<file path="src/rtl/dot4_accum.sv">
// Streaming dot-product engine: accepts 4-bit operand pairs, multiplies them with a
// 4x4 unsigned array multiplier and emits the wrapped sum of every VEC_LEN products.

module array4 (
    input  logic [3:0] a,
    input  logic [3:0] b,
    output logic [7:0] p
);
    logic [3:0][7:0] pp;

    // One shifted partial-product row per multiplier bit.
    genvar gi;
    generate
        for (gi = 0; gi < 4; gi++) begin : g_row
            assign pp[gi] = {4'd0, a & {4{b[gi]}}} << gi;
        end
    endgenerate

    always_comb begin
        p = pp[0] + pp[1] + pp[2] + pp[3];
    end
endmodule

module dot4_accum #(
    parameter int VEC_LEN = 8,
    parameter int ACC_W   = 16
) (
    input  logic             clk,
    input  logic             rst,
    input  logic             in_valid,
    output logic             in_ready,
    input  logic [3:0]       in_a,
    input  logic [3:0]       in_b,
    output logic             out_valid,
    input  logic             out_ready,
    output logic [ACC_W-1:0] out_data
);
    localparam int CNT_W = $clog2(VEC_LEN);
    localparam logic [CNT_W-1:0] LAST_IDX = CNT_W'(VEC_LEN - 1);

    typedef enum logic [1:0] {
        ST_ACCUM = 2'd0,
        ST_DRAIN = 2'd1,
        ST_OUT   = 2'd2
    } state_t;

    state_t           state_q, state_d;
    logic [CNT_W-1:0] count_q, count_d;
    logic [3:0]       a1_q, a1_d, b1_q, b1_d;
    logic             v1_q, v1_d, last1_q, last1_d;
    logic [7:0]       p2_q, p2_d;
    logic             v2_q, v2_d, last2_q, last2_d;
    logic [ACC_W-1:0] acc_q, acc_d;
    logic             out_valid_q, out_valid_d;
    logic [ACC_W-1:0] out_data_q, out_data_d;
    logic [7:0]       prod;
    logic             in_fire;

    array4 u_mul (
        .a (a1_q),
        .b (b1_q),
        .p (prod)
    );

    assign in_ready  = (state_q == ST_ACCUM);
    assign in_fire   = in_valid && in_ready;
    assign out_valid = out_valid_q;
    assign out_data  = out_data_q;

    always_comb begin
        state_d     = state_q;
        count_d     = count_q;
        a1_d        = a1_q;
        b1_d        = b1_q;
        last1_d     = last1_q;
        v1_d        = in_fire;
        v2_d        = v1_q;
        last2_d     = last1_q;
        p2_d        = v1_q ? prod : p2_q;
        acc_d       = acc_q;
        out_valid_d = out_valid_q;
        out_data_d  = out_data_q;

        if (in_fire) begin
            a1_d    = in_a;
            b1_d    = in_b;
            last1_d = (count_q == LAST_IDX);
        end

        case (state_q)
            ST_ACCUM: begin
                if (in_fire) begin
                    if (count_q == LAST_IDX) begin
                        state_d = ST_DRAIN;
                        count_d = '0;
                    end else begin
                        count_d = count_q + 1'b1;
                    end
                end
            end
            ST_DRAIN: begin
                if (v2_q && last2_q) begin
                    state_d = ST_OUT;
                end
            end
            ST_OUT: begin
                if (out_valid_q && out_ready) begin
                    state_d     = ST_ACCUM;
                    out_valid_d = 1'b0;
                end
            end
            default: state_d = ST_ACCUM;
        endcase

        // The final product bypasses the accumulator straight into the result register.
        if (v2_q) begin
            if (last2_q) begin
                out_data_d  = acc_q + ACC_W'(p2_q);
                out_valid_d = 1'b1;
                acc_d       = '0;
            end else begin
                acc_d = acc_q + ACC_W'(p2_q);
            end
        end
    end

    always_ff @(posedge clk) begin
        if (rst) begin
            state_q     <= ST_ACCUM;
            count_q     <= '0;
            a1_q        <= '0;
            b1_q        <= '0;
            last1_q     <= 1'b0;
            v1_q        <= 1'b0;
            p2_q        <= '0;
            v2_q        <= 1'b0;
            last2_q     <= 1'b0;
            acc_q       <= '0;
            out_valid_q <= 1'b0;
            out_data_q  <= '0;
        end else begin
            state_q     <= state_d;
            count_q     <= count_d;
            a1_q        <= a1_d;
            b1_q        <= b1_d;
            last1_q     <= last1_d;
            v1_q        <= v1_d;
            p2_q        <= p2_d;
            v2_q        <= v2_d;
            last2_q     <= last2_d;
            acc_q       <= acc_d;
            out_valid_q <= out_valid_d;
            out_data_q  <= out_data_d;
        end
    end
endmodule

</file>
<file path="config.mk">
export PLATFORM = sky130hd
export DESIGN_NAME = dot4_accum
export DESIGN_NICKNAME = d
export VERILOG_FILES = /design/src/rtl/dot4_accum.sv
export SDC_FILE = /design/constraint.sdc
export NUM_CORES = 1
export LEC_CHECK = 0
export BUFFER_PORTS_ARGS = -buffer_cell sky130_fd_sc_hd__buf_2
export CAP_MARGIN = 20
export CORE_MARGIN = 1
export CORE_UTILIZATION = 45
export CTS_CLUSTER_DIAMETER = 150
export CTS_CLUSTER_SIZE = 8
export DETAILED_ROUTE_END_ITERATION = 7
export PLACE_DENSITY = 0.69
export SYNTH_ARGS = -nofsm -noshare
export SYNTH_HDL_FRONTEND = slang
export SYNTH_SLANG_ARGS = --single-unit
export TNS_END_PERCENT = 30
</file>
<file path="constraint.sdc">
create_clock -name clk -period 3.9 [get_ports clk]
set_input_delay 0.78 -clock clk [delete_from_list [all_inputs] [get_ports clk]]
set_output_delay 0.78 -clock clk [all_outputs]
set_load 0.01 [all_outputs]
</file>
==> metrics.md <==
| Metric | Value |
|---|---|
| Fmax | between 300 and 400 MHz |
| Area fraction in and, or, nand and nor cells after synthesis | 22.1% |
| Hold Crit Start | last1_q$_SDFFE_PP0P_ |
| GRT Util Overall | between 10% and 20% |
| Critical path depth | 10 |
| Unrepaired setup endpoints after global routing | no |
| Final hold vios | 0 |
| Reg clk slew, reported paths | approximately 0.060 ns |
| Worst skew pair latency | about 0.34 ns |
| Peak per-stage delay on the critical path | roughly 0.50 ns |
| Post-CTS Repair Setup Buffers | 0 |
| Sw power | 0.282 mW |
| Die ar. | just over 7000 um^2 |
| First-pass GRT wire length | 10.8 mm |
| 1st-iter DRT viols | 94 |
| Cells after DPL | between 400 and 500 |
| Synth Register Bits | just under 60 |
| Final std cells w/o fill | between 400 and 500 |
| Chip width | between 80 and 90 um |
| Status | complete, but fails checks |
| Number of max-cap violations | 0 |
| # setup viols final | 0 |
| Worst VDD drop | 0.254 mV |
| Reg-to-reg slack, setup | ~1 ns |
| Min-delay worst type | reg -> reg |
| Htree depth | 3 |
| Height of the die | around 85 um |
| Routed Wire Length | roughly 6 mm |
| Commonest cells after routing, fill and taps aside | 58 x dfxtp_1, 50 x nand2_1, 36 x nor2_1, 34 x a21oi_1, 29 x buf_2 |
| Iteration count of the initial detailed-routing pass | 6 |
| Reg2reg path depth | 10 |
| Hold Path Cell Cnt | 2 |
| Critical path's top delay family | adder cells |
| Crit path DAT | roughly 3.1 ns |
| Post-DR vias/cell | ~5.5 |
| Final Skew | ~0.0068 ns |
| DR top layer | met4 |
| Clock tree sinks | 58 |
| EDFF count, synth | 0 |
| Met2 WL | 2.95 mm |
| Antenna Nets Post-Route | 0 |
| FFs w/ async S/R, synth | 0% |
| CP required | around 4 ns |
| Post-synthesis mux area share | 2.61% |
| Total Power | about 1.4 mW |
| Synth Area in Compound Gates | between 10% and 20% |
| Commonest non-fill, non-tap cell in the layout | dfxtp_1 |
| Met3 wire length | ~280 um |
| Area after DPL | between 3000 and 4000 um^2 |
| Nets | between 400 and 500 |
| Fin area | roughly 3500 um^2 |
| Vias in the first global route | roughly 2500 |
| Xor/xnor share of the synthesized area | 3.72% |
| Final Cycle Share | 74.4% |
| Syn_nets | about 400 |
| Reg-to-reg endpoint | p2_q[7]$_SDFFE_PP0P_ |
| Pwr Density | 392 nW/um^2 |
| Synth unique cells | between 40 and 50 |
| FP Rows | 29 |
| DRC Markers | 4 |
| Clock Power Share | between 50% and 60% |
| RR Startpoint | b1_q[0]$_SDFFE_PP0P_ |
| Setup_tns | 0 ns |
| WL/cell | about 13 um |
| P&R area growth vs syn | 13.9% |
| # diodes | 0 |
| Worst hold margin | 0.451 ns |
| Gpl congestion | approximately 0.9 |
| Largest family of logic cells by synthesized area | simple AND/OR/NAND/NOR gates |
| Post-CTS resize count | 0 |
| Num CTS Buffers | 9 |
| Initial Utilization | between 40% and 50% |
| Crit path cell chain | and2_1, fa_1, fa_1, ha_1, fa_1, a21o_1, a21oi_1, xnor2_1, mux2i_1, nor2_1 |
| Failing checks | design-rule violations |
| Setup CP Type | reg -> reg |
| Cell Area, Synth | between 3000 and 4000 um^2 |
| WL met1 | between 2 and 3 mm |
| CTS Hold Bufs | 0 |
| Crit end category | flop |
| CTS tree | done |
| Switching share of power | 20.6% |
| Max-slew violation count | 0 |
| Flop pwr share | 45.1% |
| Worst path slowest cell | fa_1 |
| Sequential fraction of the synthesis area | between 30% and 40% |
| Ports | 30 |
| Number of antenna violations at the first check in global routing | 0 |
| Worst Tran Pin Value | between 0.6 and 0.7 ns |
| Grt ovf | 0 |
| Adder-cell area share of the yosys netlist | roughly an eighth |
| P_int | approximately 1.1 mW |
| CTS Root Buffer Type | clkbuf_8 |
| Ys flop type | dfxtp_1 |
| Fin crit period | roughly 2.9 ns |
| Worst-path maximum fanout | 5 |
| Largest net degree at the start of global routing | 35 |
| Leakage | 1.49 nW |
| Buf/Inv on CP | 0 |
| Slew HR | between 50% and 60% |
| Critical path startpoint category | flop |
| Hold Path Sink | last1_q$_SDFFE_PP0P_ |
| Post-DP HPWL | 4.37 mm |
| Share of cells above drive strength 1 | 12.3% |
| Most common cell on crit path | fa_1 |
| Logic pwr share | under 10% |
| Port Buffers | 29 |
| Max clock buf depth | 2 |
| Total number of vias | 2564 |
| Warnings from Yosys | 0 |
| Core Box Area | 6460 um^2 |
| Average cell area after synthesis | ~8.4 um^2 |
| Cells after Synth | approximately 360 |
[power by group through the flow]
stage          logic [mW]  registers, mW  clock network (mW)
2_1_floorplan      0.0462          0.623                   0
3_3_place_gp       0.0562          0.628                   0
3_5_place_dp       0.0577          0.629                   0
4_1_cts            0.0581          0.616               0.708
5_1_grt            0.0662          0.618               0.737
6_report           0.0575          0.616               0.693
[worst min-delay path, stage by stage (launching register included)]
cell and delay [ns]:
dfxtp_1 0.30, nand2_1 0.05, a21oi_1 0.05
[metal layers]
| metal | up-vias | global-route usage (%) |
|---|---|---|
| met5 | - | 0 |
| met1 | 1174 | 21.3 |
| met3 | 19 | 5.70 |
| met2 | 62 | 32.7 |
| met4 | 0 | 9.40 |
| li1 | 1309 | - |
[flip-flops by register name (all words and copies together) (netlist names)]
name	cells
b1_q	4
v2_q	1
last2_q	1
p2_q	8
last1_q	1
count_q	3
a1_q	4
state_q	2
out_valid	1
acc_q	16
v1_q	1
out_data	16
[through the flow]
stage / util (%) / setup WS [ns]
detailed placement: 50.1 / 0.990
floorplan: - / 1.12
global placement: 50.1 / 1.05
finish: 54.0 / 1.00
CTS: 54.0 / 0.980
global route: 54.0 / 0.826
[layout make-up]
type                       instances  area (um^2)
timing repair buffer              30          153
sequential                        58         1160
inverter                          14         52.6
clock buffer                      12          155
fill                             605         2970
tap                               77         96.3
clock inverter                     4         97.6
multi-input combinational        272         1780
[worst max path at each step]
stage,from,to,slack (ns)
5_1_grt,b1_q[0]$_SDFFE_PP0P_,p2_q[7]$_SDFFE_PP0P_,0.83
4_1_cts,b1_q[0]$_SDFFE_PP0P_,p2_q[7]$_SDFFE_PP0P_,0.98
2_1_floorplan,b1_q[0]$_SDFFE_PP0P_,p2_q[7]$_SDFFE_PP0P_,1.12
3_5_place_dp,b1_q[0]$_SDFFE_PP0P_,p2_q[7]$_SDFFE_PP0P_,0.99
3_3_place_gp,b1_q[0]$_SDFFE_PP0P_,p2_q[7]$_SDFFE_PP0P_,1.05
6_report,b1_q[0]$_SDFFE_PP0P_,p2_q[7]$_SDFFE_PP0P_,1.0
[Yosys cell counts (7+ instances only)]
library cell  instances  area share, %
mux2i_1               8            2.6
a211oi_1             11            2.7
a21oi_1              34            5.6
inv_1                14            1.7
clkbuf_1             16            2.0
dfxtp_1              58             38
xor2_1                7            2.0
o21ai_0               7            1.1
nand3b_1             10            2.4
ha_1                 20            8.2
nand2_1              50            6.1
and2_1               11            2.2
nor2_1               36            4.4
[logic make-up (layout without fill, tap and decap cells)]
logic type	after synthesis	after routing
buf+inv	33	60
simple gates	141	141
compound gates	84	84
mux	8	8
flops	58	58
fa+ha+maj	26	26
xor+xnor	13	13
(Power assumes the default switching activity.)
